## src/rtl/fp_issue_pkg.sv

```systemverilog
`default_nettype none
// +--------------------------------------------------------------------------+
// | Package : fp_issue_pkg                                                   |
// | Shared opcode map, FSM encoding and widths for the FP issue sequencer.   |
// | Rev     : 1.0                                                            |
// +--------------------------------------------------------------------------+
package fp_issue_pkg;

    localparam int OP_VEC_W = 17;

    localparam logic [4:0] FP_OP_FMADD    = 5'd0;
    localparam logic [4:0] FP_OP_FMSUB    = 5'd1;
    localparam logic [4:0] FP_OP_FNMADD   = 5'd2;
    localparam logic [4:0] FP_OP_FNMSUB   = 5'd3;
    localparam logic [4:0] FP_OP_FADD     = 5'd4;
    localparam logic [4:0] FP_OP_FSUB     = 5'd5;
    localparam logic [4:0] FP_OP_FMUL     = 5'd6;
    localparam logic [4:0] FP_OP_FSGNJ    = 5'd7;
    localparam logic [4:0] FP_OP_FCMP     = 5'd8;
    localparam logic [4:0] FP_OP_FMAX     = 5'd9;
    localparam logic [4:0] FP_OP_FCLASS   = 5'd10;
    localparam logic [4:0] FP_OP_FMV_I2F  = 5'd11;
    localparam logic [4:0] FP_OP_FMV_F2I  = 5'd12;
    localparam logic [4:0] FP_OP_FCVT_I2F = 5'd13;
    localparam logic [4:0] FP_OP_FCVT_F2I = 5'd14;
    localparam logic [4:0] FP_OP_LAST     = FP_OP_FCVT_F2I;

    localparam logic [2:0] RM_DYN = 3'b111;

    typedef enum logic [1:0] {
        ST_IDLE  = 2'd0,
        ST_ISSUE = 2'd1,
        ST_WAIT  = 2'd2,
        ST_DONE  = 2'd3
    } state_t;

endpackage
`default_nettype wire

```

## src/rtl/fp_op_decode.sv

```systemverilog
`default_nettype none
// +--------------------------------------------------------------------------+
// | Module  : fp_op_decode                                                   |
// | Expands the compact FP opcode into the FP unit's one-hot op vector.      |
// | Rev     : 1.0                                                            |
// +--------------------------------------------------------------------------+
module fp_op_decode
    import fp_issue_pkg::*;
(
    input  logic [4:0]          op_i,
    input  logic [1:0]          sub_i,
    output logic [OP_VEC_W-1:0] vec_o,
    output logic                illegal_o
);

    logic [4:0] w_idx;

    // Opcode n maps to bit 16-n; the low two bits carry the fcvt sub-field.
    assign w_idx = 5'd16 - op_i;

    always_comb begin
        vec_o     = '0;
        illegal_o = 1'b0;
        if (op_i > FP_OP_LAST) begin
            illegal_o = 1'b1;
        end else begin
            vec_o[w_idx] = 1'b1;
            vec_o[1:0]   = sub_i;
        end
    end

endmodule
`default_nettype wire

```

## src/rtl/fp_issue_ctrl.sv

```systemverilog
`default_nettype none
// +--------------------------------------------------------------------------+
// | Module  : fp_issue_ctrl                                                  |
// | Issue/wait/writeback sequencer for the FP unit with sticky fflags.       |
// | Rev     : 1.0                                                            |
// +--------------------------------------------------------------------------+
module fp_issue_ctrl
    import fp_issue_pkg::*;
#(
    parameter int RD_W    = 5,
    parameter int TIMEOUT = 64
) (
    input  logic                clock,
    input  logic                reset,
    input  logic                req_valid,
    output logic                req_ready,
    input  logic [4:0]          req_op,
    input  logic [1:0]          req_sub,
    input  logic [1:0]          req_fmt,
    input  logic [2:0]          req_rm,
    input  logic [RD_W-1:0]     req_rd,
    input  logic [31:0]         req_data1,
    input  logic [31:0]         req_data2,
    input  logic [31:0]         req_data3,
    input  logic [2:0]          frm,
    output logic [31:0]         fu_data1,
    output logic [31:0]         fu_data2,
    output logic [31:0]         fu_data3,
    output logic [OP_VEC_W-1:0] fu_op,
    output logic [1:0]          fu_fmt,
    output logic [2:0]          fu_rm,
    output logic                fu_enable,
    input  logic [31:0]         fu_result,
    input  logic [4:0]          fu_flags,
    input  logic                fu_ready,
    output logic                wb_valid,
    input  logic                wb_ready,
    output logic [RD_W-1:0]     wb_rd,
    output logic [31:0]         wb_result,
    output logic [4:0]          wb_flags,
    output logic                wb_illegal,
    output logic                wb_timeout,
    output logic [4:0]          fflags,
    input  logic                fflags_clr,
    output logic                busy
);

    localparam int              CNT_W   = $clog2(TIMEOUT);
    localparam logic [CNT_W-1:0] CNT_MAX = CNT_W'(TIMEOUT - 1);

    state_t                state_q, state_d;
    logic [CNT_W-1:0]      cnt_q, cnt_d;
    logic [31:0]           data1_q, data1_d, data2_q, data2_d, data3_q, data3_d;
    logic [OP_VEC_W-1:0]   op_q, op_d;
    logic [1:0]            fmt_q, fmt_d;
    logic [2:0]            rm_q, rm_d;
    logic [RD_W-1:0]       rd_q, rd_d;
    logic [31:0]           result_q, result_d;
    logic [4:0]            flags_q, flags_d, fflags_q, fflags_d;
    logic                  illegal_q, illegal_d, timeout_q, timeout_d;

    logic [OP_VEC_W-1:0]   w_dec_vec;
    logic                  w_dec_illegal;
    logic                  w_wb_fire;

    fp_op_decode u_dec (
        .op_i      (req_op),
        .sub_i     (req_sub),
        .vec_o     (w_dec_vec),
        .illegal_o (w_dec_illegal)
    );

    assign w_wb_fire = (state_q == ST_DONE) && wb_ready;

    always_comb begin
        state_d   = state_q;
        cnt_d     = cnt_q;
        data1_d   = data1_q;
        data2_d   = data2_q;
        data3_d   = data3_q;
        op_d      = op_q;
        fmt_d     = fmt_q;
        rm_d      = rm_q;
        rd_d      = rd_q;
        result_d  = result_q;
        flags_d   = flags_q;
        illegal_d = illegal_q;
        timeout_d = timeout_q;
        case (state_q)
            ST_IDLE: begin
                if (req_valid) begin
                    rd_d      = req_rd;
                    timeout_d = 1'b0;
                    if (w_dec_illegal) begin
                        illegal_d = 1'b1;
                        result_d  = '0;
                        flags_d   = '0;
                        state_d   = ST_DONE;
                    end else begin
                        illegal_d = 1'b0;
                        data1_d   = req_data1;
                        data2_d   = req_data2;
                        data3_d   = req_data3;
                        op_d      = w_dec_vec;
                        fmt_d     = req_fmt;
                        rm_d      = (req_rm == RM_DYN) ? frm : req_rm;
                        state_d   = ST_ISSUE;
                    end
                end
            end
            ST_ISSUE: begin
                if (fu_ready) begin
                    result_d = fu_result;
                    flags_d  = fu_flags;
                    state_d  = ST_DONE;
                end else begin
                    cnt_d   = '0;
                    state_d = ST_WAIT;
                end
            end
            ST_WAIT: begin
                // A response on the expiry cycle still counts as a normal completion.
                if (fu_ready) begin
                    result_d = fu_result;
                    flags_d  = fu_flags;
                    state_d  = ST_DONE;
                end else if (cnt_q == CNT_MAX) begin
                    timeout_d = 1'b1;
                    result_d  = '0;
                    flags_d   = '0;
                    state_d   = ST_DONE;
                end else begin
                    cnt_d = cnt_q + CNT_W'(1);
                end
            end
            default: begin
                if (wb_ready) begin
                    state_d = ST_IDLE;
                end
            end
        endcase
    end

    always_comb begin
        fflags_d = fflags_q;
        if (fflags_clr) begin
            fflags_d = w_wb_fire ? flags_q : 5'd0;
        end else if (w_wb_fire) begin
            fflags_d = fflags_q | flags_q;
        end
    end

    always_ff @(posedge clock) begin
        if (reset) begin
            state_q   <= ST_IDLE;
            cnt_q     <= '0;
            data1_q   <= '0;
            data2_q   <= '0;
            data3_q   <= '0;
            op_q      <= '0;
            fmt_q     <= '0;
            rm_q      <= '0;
            rd_q      <= '0;
            result_q  <= '0;
            flags_q   <= '0;
            illegal_q <= 1'b0;
            timeout_q <= 1'b0;
            fflags_q  <= '0;
        end else begin
            state_q   <= state_d;
            cnt_q     <= cnt_d;
            data1_q   <= data1_d;
            data2_q   <= data2_d;
            data3_q   <= data3_d;
            op_q      <= op_d;
            fmt_q     <= fmt_d;
            rm_q      <= rm_d;
            rd_q      <= rd_d;
            result_q  <= result_d;
            flags_q   <= flags_d;
            illegal_q <= illegal_d;
            timeout_q <= timeout_d;
            fflags_q  <= fflags_d;
        end
    end

    assign req_ready  = (state_q == ST_IDLE);
    assign busy       = (state_q != ST_IDLE);
    assign fu_enable  = (state_q == ST_ISSUE);
    assign wb_valid   = (state_q == ST_DONE);
    assign fu_data1   = data1_q;
    assign fu_data2   = data2_q;
    assign fu_data3   = data3_q;
    assign fu_op      = op_q;
    assign fu_fmt     = fmt_q;
    assign fu_rm      = rm_q;
    assign wb_rd      = rd_q;
    assign wb_result  = result_q;
    assign wb_flags   = flags_q;
    assign wb_illegal = illegal_q;
    assign wb_timeout = timeout_q;
    assign fflags     = fflags_q;

endmodule
`default_nettype wire
```

## config.mk

```make
export PLATFORM = sky130hd
export DESIGN_NAME = fp_issue_ctrl
export DESIGN_NICKNAME = d
export VERILOG_FILES = /design/src/rtl/fp_issue_pkg.sv /design/src/rtl/fp_op_decode.sv /design/src/rtl/fp_issue_ctrl.sv
export SDC_FILE = /design/constraint.sdc
export NUM_CORES = 1
export LEC_CHECK = 0
export ABC_AREA = 1
export ABC_CLOCK_PERIOD_IN_PS = 1870
export CORE_MARGIN = 2
export CORE_UTILIZATION = 41
export CTS_CLUSTER_SIZE = 24
export DETAILED_ROUTE_END_ITERATION = 8
export PLACE_DENSITY_LB_ADDON = 0.15
export SYNTH_ARGS = -nofsm -noshare
export SYNTH_HDL_FRONTEND = slang
export SYNTH_SLANG_ARGS = --single-unit
```

## constraint.sdc

```tcl
create_clock -name clock -period 1.87 [get_ports clock]
set_clock_uncertainty 0.1 [all_clocks]
set_input_delay 0.187 -clock clock [delete_from_list [all_inputs] [get_ports clock]]
set_output_delay 0.187 -clock clock [all_outputs]
set_load 0.01 [all_outputs]
```

==> flow_summary_export.csv, run 1 <==
group,metric,value,unit
critical_path,critical_setup_path_kind,"reg2out",
global_route,grt_pass1_vias,6399,
floorplanning,placementRows,47,
sta,tightestPinTransition,494,ps
global_route,grt_util_met1,26.0,%
clock_network,cts_root_buffer,"sky130_fd_sc_hd__clkbuf_16",
clock_network,numCtsBuffers,17,
floorplanning,die_height,134,um
status,run_status,"completed",
placement,place_ws,-20.9,ps
clock_network,hold_bufs_inserted_after_cts,0,
sta,final-setup-viol-count,0,
route,route.detailed.drc,0,
sta,max_clock_freq,562,MHz
logic_synthesis,postSynthNetCount,1100,
route,vias_per_cell,4.54,
clock_network,clk-insertion-delay-late,430,ps
critical_path,cp_data_required_time,1580,ps
logic_synthesis,mappedNetlistArea,0.00692,mm2
floorplanning,start_util,41.9,%
placement,placed_area,0.0106,mm2
sta,max_slew_margin,67.0,%
power,swShare,31.6,%
route,wl,21400,um
global_route,grt.busiest_layer,"met2",
clock_network,cts_buffer_depth,2,
logic_synthesis,postSynthCellCount,935,
sta,setup_total_neg_slack,0,ps
sta,layout_setup_ws,89.8,ps
power,net-switching-power,3.61,mW
layout,layout-drive-gt1-share,8.04,%
floorplanning,core_area,0.0165,mm2
layout,num_antenna_cells,0,
power,vdd.ir_drop.worst,675,uV
sta,fin_crit_sh,95.2,%
floorplanning,fp.dieW,134,um
sta,timing_max_transition_violations_final,0,
route,vias,6871,
critical_path,worstSetupEndpointType,"output pin",
power,intPower,7.80,mW
logic_synthesis,count_of_warnings_emitted_by_yosys,0,
logic_synthesis,post_synth_num_cell_types,26,
sta,final_hold_viol_count,0,
logic_synthesis,seq_cells_post_synth,175,
route,drt_pre_antenna_iters,5,
placement,place.detailed.hpwl,15700,um
global_route,overflow,0,
global_route,gr-usage-all-layers,23.2,%
route,drt-wirelength-per-cell,14.2,um
floorplanning,dieArea,0.0179,mm2
power,leakage,4.90,nW
placement,gp_routability_congestion,0.829,
global_route,pin_count_of_the_biggest_net_entering_global_routing,44,
global_route,initial_antenna_violation_count,0,
global_route,grt_use_met2,39.9,%
logic_synthesis,synth_seq_area_share,50.6,%
layout,share_of_the_core_filled_with_cells,68.5,%
layout,stdcell_area,0.0113,mm2
route,drt-initial-drc-count,286,
layout,area_delta_synth_final,63.6,%
clock_network,sinks_on_the_clock_net,175,
critical_path,worst-endpoint-arrival,1490,ps
placement,io_buffers,329,
hold_path,min-delay-path-class,"in2reg",
floorplanning,pin_count,330,
route,route.antenna.remaining_nets,0,
global_route,fraction_of_met3_tracks_used_by_global_routing,8.77,%
clock_network,clk_pin_slew_worst_paths,70,ps
power,powerDensity,1010,mW/mm2
power,seqPwrFrac,38.1,%
clock_network,tritoncts,"done",
critical_path,timing.critical_path.fanout_max,5,
power,share_clk_of_total_power,30.3,%
layout,fin_nets,1445,
logic_synthesis,synthesis.area_per_instance,7.40,um2
critical_path,cp-start-kind,"register",
sta,period_minus_slack,1780,ps
job,drv.max_cap_violation_count,0,
clock_network,htree_num_levels,4,
power,power_frac_comb,31.6,%
global_route,grt_pass1_wl,32900,um
[cells by family after synthesis]
| logic type | count (synthesis) | share of synthesized area [%] |
|---|---|---|
| XOR/XNOR | 1 | 0.127 |
| AND/OR/NAND/NOR | 368 | 22.0 |
| flip-flops | 175 | 50.6 |
| AO/OA/AOI/OAI | 169 | 12.7 |
| buffers and inverters | 216 | 13.4 |
| adder cells (fa/ha/maj) | 6 | 1.09 |
[sequential cells by signal, indices dropped and copies added, names as in the netlist]
register and flops:
fu_data1 32, fu_data2 32, fu_data3 32, wb_result 32
fu_op 17, cnt_q 6, fflags 5, wb_flags 5
wb_rd 5, fu_rm 3, fu_fmt 2, state_q 2
wb_illegal 1, wb_timeout 1
[cell usage in the layout (no fill, tap or decap), types with 8 or more instances in the layout]
master,n
sky130_fd_sc_hd__a21oi_1,49
sky130_fd_sc_hd__buf_12,9
sky130_fd_sc_hd__buf_4,31
sky130_fd_sc_hd__clkbuf_16,19
sky130_fd_sc_hd__clkdlybuf4s50_1,325
sky130_fd_sc_hd__dfxtp_1,174
sky130_fd_sc_hd__inv_1,162
sky130_fd_sc_hd__nand2_1,243
sky130_fd_sc_hd__nand3_1,9
sky130_fd_sc_hd__nand4_1,29
sky130_fd_sc_hd__nor2_1,75
sky130_fd_sc_hd__o21ai_0,105
sky130_fd_sc_hd__o21ai_2,8
[worst max-delay path, stage by stage, from the launching register on]
cell                            delay [ps]
sky130_fd_sc_hd__dfxtp_1               330
sky130_fd_sc_hd__buf_4                 160
sky130_fd_sc_hd__ha_4                  180
sky130_fd_sc_hd__buf_4                 130
sky130_fd_sc_hd__dlygate4sd2_1         270
[path summary, 6_finish.rpt]
check | from | end | slack (ps) | cells past startpoint
max | state_q[0] | fu_enable | 90 | 4
min | req_data3[30] | fu_data3[30] | 210 | 3
max reg2reg | state_q[1] | wb_result[16] | 110 | 10
min reg2reg | fu_op[3] | fu_op[3] | 350 | 2
[per-layer routing]
metal	wire length, um	vias to the layer above	part of all wire (%)
met1	8510	3058	40
met2	10500	231	49
met3	1910	28	8.9
met4	525	0	2.5
met5	0	-	0
li1	-	3554	-
[cell type report]
class / instances / area [um2]
clock buffers: 19 / 443
clock inverters: 13 / 128
fillers: 1403 / 5210
inverters: 169 / 648
multi-input cells: 544 / 2540
flip-flops and latches: 175 / 3510
well taps: 220 / 275
repair buffers: 373 / 3770
[stage by stage]
stage / total power, mW / hold WS [ps] / instances
finish: 11.4 / 209 / 1513
floorplan: 6.17 / 224 / 935
global route: 12.0 / 203 / 1513
global placement: 7.87 / 337 / 1478
CTS: 11.4 / 193 / 1511
detailed placement: 7.91 / 344 / 1478
[Yosys cell counts (all sizes together)]
| cell | count | area share, % |
|---|---|---|
| nand2 | 246 | 13 |
| nor3 | 2 | 0.14 |
| clkinv | 1 | 0.054 |
| dfxtp | 175 | 51 |
| o21ai | 119 | 9.1 |
| buf | 34 | 3.5 |
| a31oi | 1 | 0.090 |
| nand3 | 12 | 1.3 |
| ha | 6 | 1.1 |
| nor2 | 77 | 4.3 |
| a21oi | 49 | 3.5 |
| clkbuf | 13 | 0.71 |
| inv | 168 | 9.2 |
| nand4 | 29 | 2.6 |
| xor2 | 1 | 0.13 |
| nor3b | 2 | 0.22 |
[timing repair]
action | in CTS | in global routing
setup endpoints to repair | 6 | 58
cloned | 0 | 2
resized for setup | 10 | 13
setup buffers | 1 | 0
pin swaps | 1 | 2
[power by group through the flow]
stage                     clock network (mW)  logic [mW]  registers (mW)
final                                   3.45        3.61            4.35
after CTS                               3.54        3.54            4.34
after global placement                     0        3.47            4.40
after global routing                    3.70        3.95            4.39
after detailed placement                   0        3.49            4.42
after floorplan                            0        1.57            4.59
(Power assumes the default switching activity.)
==> run 2: changes to the inputs <==
SETUP_SLACK_MARGIN = 0.1   (was default)
==> flow_summary_export.csv, run 2 (synthesized netlist as in run 1, its figures left out) <==
group,metric,value,unit
sta,max_slew_margin,69.3,%
critical_path,critical_path.cell_chain,"inv_4 > ha_4 > nand2_2 > nand2_2 > nor2_4 > nand3_4 > buf_16 > a21oi_1 > nor2_1",
layout,mostFrequentLayoutCell,"sky130_fd_sc_hd__clkdlybuf4s50_1",
floorplanning,placementRows,47,
clock_network,htree_num_levels,4,
route,wl,21500,um
global_route,initial_antenna_violation_count,0,
power,swShare,31.4,%
critical_path,critical-path-top-cell-by-count,"sky130_fd_sc_hd__nand2_2",
floorplanning,start_util,41.9,%
power,power.total,11.7,mW
placement,place.detailed.hpwl,15500,um
route,route.antenna.remaining_nets,0,
global_route,pin_count_of_the_biggest_net_entering_global_routing,44,
global_route,grt_pass1_vias,6498,
clock_network,tritoncts,"done",
sta,final_hold_viol_count,0,
job,drv.max_cap_violation_count,0,
layout,most-common-layout-cells,"sky130_fd_sc_hd__clkdlybuf4s50_1 (325), sky130_fd_sc_hd__nand2_1 (238), sky130_fd_sc_hd__dfxtp_1 (172), sky130_fd_sc_hd__inv_1 (162), sky130_fd_sc_hd__o21ai_0 (105)",
power,share_clk_of_total_power,29.4,%
floorplanning,pin_count,330,
sta,timing_max_transition_violations_final,0,
critical_path,worstSetupEndpointType,"register",
clock_network,sinks_on_the_clock_net,175,
global_route,grt_pass1_wl,33000,um
critical_path,r2r_end,"wb_result[13]",
placement,io_buffers,329,
route,drt-initial-drc-count,332,
layout,final-seq-area,0.00351,mm2
layout,num_antenna_cells,0,
critical_path,critical_path_depth,9,
sta,tightestPinTransition,459,ps
layout,layout-drive-gt1-share,8.75,%
layout,final.fill_count,1404,
power,seqPwrFrac,37.3,%
route,route.detailed.drc,0,
layout,area_delta_synth_final,64.5,%
power,net-switching-power,3.68,mW
critical_path,worst-endpoint-arrival,1930,ps
floorplanning,die_height,134,um
clock_network,clk_pin_slew_worst_paths,70,ps
sta,fin_hold_ws,214,ps
critical_path,reg2reg_setup_slack,160,ps
critical_path,rr_worst_depth,9,
sta,setup_total_neg_slack,0,ps
floorplanning,core_area,0.0165,mm2
route,vias,6928,
status,run_status,"completed",
clock_network,hold_bufs_inserted_after_cts,0,
route,vias_per_cell,4.58,
sta,setup_repair_after_global_routing_missed_its_margin,"true",
power,power_frac_comb,33.4,%
critical_path,critPathSlowestCell,"sky130_fd_sc_hd__dfxtp_4",
placement,placed_area,0.0106,mm2
route,drt_pre_antenna_iters,6,
clock_network,cts_root_buffer,"sky130_fd_sc_hd__clkbuf_16",
power,leakage,4.92,nW
layout,share_of_the_core_filled_with_cells,68.9,%
power,vdd.ir_drop.worst,696,uV
layout,fin_nets,1444,
critical_path,cp-start-kind,"register",
critical_path,critPathTopFamily,"simple AND/OR/NAND/NOR gates",
critical_path,startpoint,"state_q[0]",
critical_path,critical_setup_path_kind,"reg2reg",
clock_network,cts_buffer_depth,2,
power,intPower,8.04,mW
hold_path,min-delay-path-class,"in2reg",
critical_path,rr_startpoint,"state_q[0]",
sta,fin_crit_sh,91.6,%
critical_path,cp_data_required_time,2080,ps
layout,multi_input_gate_area_in_the_final_layout,0.00257,mm2
sta,period_minus_slack,1710,ps
floorplanning,fp.dieW,134,um
critical_path,slowest_delay,390,ps
clock_network,numCtsBuffers,17,
global_route,gr-usage-all-layers,23.2,%
placement,gp_routability_congestion,0.817,
global_route,overflow,0,
floorplanning,dieArea,0.0179,mm2
route,drt-wirelength-per-cell,14.2,um
layout,stdcell_area,0.0114,mm2
power,powerDensity,1030,mW/mm2
sta,max_clock_freq,584,MHz
critical_path,critPathBufInv,2,
critical_path,worstSetupEndpoint,"wb_result[13]",
clock_network,clk-insertion-delay-late,420,ps
sta,final-setup-viol-count,0,
critical_path,timing.critical_path.fanout_max,10,
-- run 2: tightest hold or removal path, delay by kind of cell --
family / cells / cell delay (ps)
AOI/OAI and AO/OA: 1 / 60
buffers and inverters: 2 / 440
-- run 2: stage by stage --
stage	cells	setup WS, ps
after floorplan	935	110
after global placement	1472	32.0
after detailed placement	1472	-52.1
after CTS	1506	102
after global routing	1512	45.5
final	1512	158
-- run 2: what timing repair did --
action,CTS,global route
setup endpoints to repair,102,40
buffers inserted,1,3
gates cloned,1,3
resized for setup,20,13
pin swaps,2,2
-- run 2: final cells by class --
| class | instances | area share [%] |
|---|---|---|
| clock buffers | 20 | 4.01 |
| clock inverters | 12 | 0.956 |
| inverters | 169 | 5.69 |
| multi-input cells | 544 | 22.6 |
| flip-flops and latches | 175 | 30.9 |
| well taps | 220 | 2.42 |
| repair buffers | 372 | 33.5 |
-- run 2: worst min path at each step --
stage | start | endpoint | slack, ps | cells after the start
after floorplan | req_sub[0] | fu_op[0] | 220 | 2
after global placement | fu_data1[4] | fu_data1[4] | 340 | 2
after detailed placement | fu_op[13] | fu_op[13] | 340 | 2
after CTS | req_data1[5] | fu_data1[5] | 200 | 3
after global routing | req_data1[5] | fu_data1[5] | 210 | 3
final | req_data1[5] | fu_data1[5] | 210 | 3
-- run 2: power groups by stage --
stage                     sequential (mW)  combinational [mW]  clock (mW)
after global placement               4.42                3.42           0
after CTS                            4.36                3.63        3.50
after floorplan                      4.60                1.60           0
after detailed placement             4.43                3.43           0
final                                4.37                3.91        3.44
after global routing                 4.42                4.25        3.63
-- run 2: metal layers --
metal / global-route usage [%] / wire length [um] / vias to the layer above / part of all wire (%)
met3: 8.31 / 2000 / 25 / 9.3
li1: - / - / 3558 / -
met4: 8.16 / 444 / 0 / 2.1
met2: 39.9 / 10400 / 245 / 49
met1: 26.7 / 8600 / 3100 / 40
met5: 0 / 0 / - / 0
==> run 3: changes to the inputs <==
CORE_AREA = 2 2 129 131   (was default)
CORE_MARGIN = default   (was 2)
CORE_UTILIZATION = default   (was 41)
DIE_AREA = 0 0 131 133   (was default)
DONT_BUFFER_PORTS = 1   (was default)
HOLD_SLACK_MARGIN = 0.03   (was default)
==> flow_summary_export.csv, run 3 (synthesized netlist as in run 1, its figures left out) <==
group,metric,value,unit
status,run_status,"completed",
route,route.detailed.drc,0,
clock_network,sinks_on_the_clock_net,175,
clock_network,cts_root_buffer,"sky130_fd_sc_hd__clkbuf_16",
placement,place.detailed.hpwl,13300,um
clock_network,numCtsBuffers,17,
sta,max_clock_freq,592,MHz
power,power.total,10.8,mW
clock_network,clk-insertion-delay-late,430,ps
sta,final-setup-viol-count,0,
sta,max_slew_margin,66.8,%
critical_path,critical_setup_path_kind,"reg2out",
placement,dpl.cell_count,1134,
floorplanning,pin_count,330,
power,vdd.ir_drop.worst,638,uV
global_route,overflow,0,
route,wl,20200,um
placement,place_ws,77.7,ps
critical_path,timing.critical_path.fanout_max,7,
critical_path,cp-start-kind,"register",
layout,stdcell_area,0.00959,mm2
layout,layout-drive-gt1-share,9.16,%
global_route,gr-usage-all-layers,22.0,%
global_route,grt_pass1_vias,6078,
global_route,initial_antenna_violation_count,1,
job,drv.max_cap_violation_count,0,
layout,area_delta_synth_final,38.6,%
layout,most-common-layout-cells,"sky130_fd_sc_hd__nand2_1 (242), sky130_fd_sc_hd__dfxtp_1 (172), sky130_fd_sc_hd__inv_1 (162), sky130_fd_sc_hd__dlygate4sd3_1 (158), sky130_fd_sc_hd__o21ai_0 (105)",
placement,io_buffers,0,
sta,timing_max_transition_violations_final,0,
critical_path,worstSetupEndpointType,"output pin",
route,drt-initial-drc-count,328,
clock_network,tritoncts,"done",
power,powerDensity,1130,mW/mm2
sta,layout_setup_ws,180,ps
placement,placed_area,0.00722,mm2
floorplanning,die_height,133,um
layout,stdcell_count,1334,
critical_path,cp_data_required_time,1580,ps
layout,final-seq-area,0.00351,mm2
power,leakage,4.31,nW
floorplanning,fp.dieW,131,um
clock_network,cts_buffer_depth,2,
global_route,pin_count_of_the_biggest_net_entering_global_routing,72,
route,route.antenna.remaining_nets,0,
route,vias_per_cell,4.73,
route,drt-wirelength-per-cell,15.1,um
layout,fin_nets,1265,
sta,period_minus_slack,1690,ps
floorplanning,placementRows,47,
floorplanning,start_util,42.8,%
critical_path,worst-endpoint-arrival,1400,ps
sta,fin_crit_sh,90.4,%
layout,multi_input_gate_area_in_the_final_layout,0.00256,mm2
sta,setup_repair_after_global_routing_missed_its_margin,"false",
floorplanning,dieArea,0.0174,mm2
sta,final_hold_viol_count,0,
route,vias,6306,
layout,mostFrequentLayoutCell,"sky130_fd_sc_hd__nand2_1",
hold_path,min-delay-path-class,"in2reg",
clock_network,clk_pin_slew_worst_paths,70,ps
route,drt_pre_antenna_iters,5,
clock_network,htree_num_levels,4,
layout,share_of_the_core_filled_with_cells,59.3,%
floorplanning,core_area,0.0162,mm2
layout,final.fill_count,1470,
sta,fin_hold_ws,50.7,ps
sta,tightestPinTransition,497,ps
placement,gp_routability_congestion,0.770,
sta,setup_total_neg_slack,0,ps
global_route,grt_pass1_wl,30200,um
-- run 3: worst paths after layout --
check        startpoint           end  slack, ps  cells past startpoint
max          state_q[1]          busy        180                      5
min           req_valid    wb_timeout         50                      4
max reg2reg  state_q[0]  wb_result[4]        200                      9
min reg2reg    cnt_q[1]      cnt_q[1]        390                      2
-- run 3: routing by layer --
layer	track usage, %	part of all wire, %	vias up
met5	0	0	-
met4	10.5	2.9	0
met3	7.84	9.7	44
met2	35.9	47	258
met1	25.6	40	2801
li1	-	-	3203
-- run 3: critical path, stage by stage (launching register included) --
cell and delay (ps):
sky130_fd_sc_hd__dfxtp_2 380, sky130_fd_sc_hd__inv_2 70, sky130_fd_sc_hd__ha_4 180, sky130_fd_sc_hd__buf_4 160, sky130_fd_sc_hd__inv_1 70, sky130_fd_sc_hd__buf_4 120
-- run 3: report_power, final --
part           internal (mW)  total (mW)  switching [mW]
registers               4.13        4.63           0.498
clock network           1.94        3.61            1.66
logic                   1.09        2.58            1.48
-- run 3: layout make-up --
type                       instances  area share, %
clock buffer                      18           4.58
tap                              220           2.87
sequential                       175           36.6
timing repair inverter             1         0.0522
timing repair buffer             192           20.7
inverter                         169           6.81
clock inverter                    14           1.67
antenna                            1         0.0261
multi-input combinational        544           26.7
-- run 3: timing repair --
item,CTS,global route
gates cloned,0,2
setup endpoints to repair,33,149
pin swaps,0,2
setup buffers,0,6
endpoints found under the hold margin,173,0
hold buffers,159,0
gates resized for setup,2,20
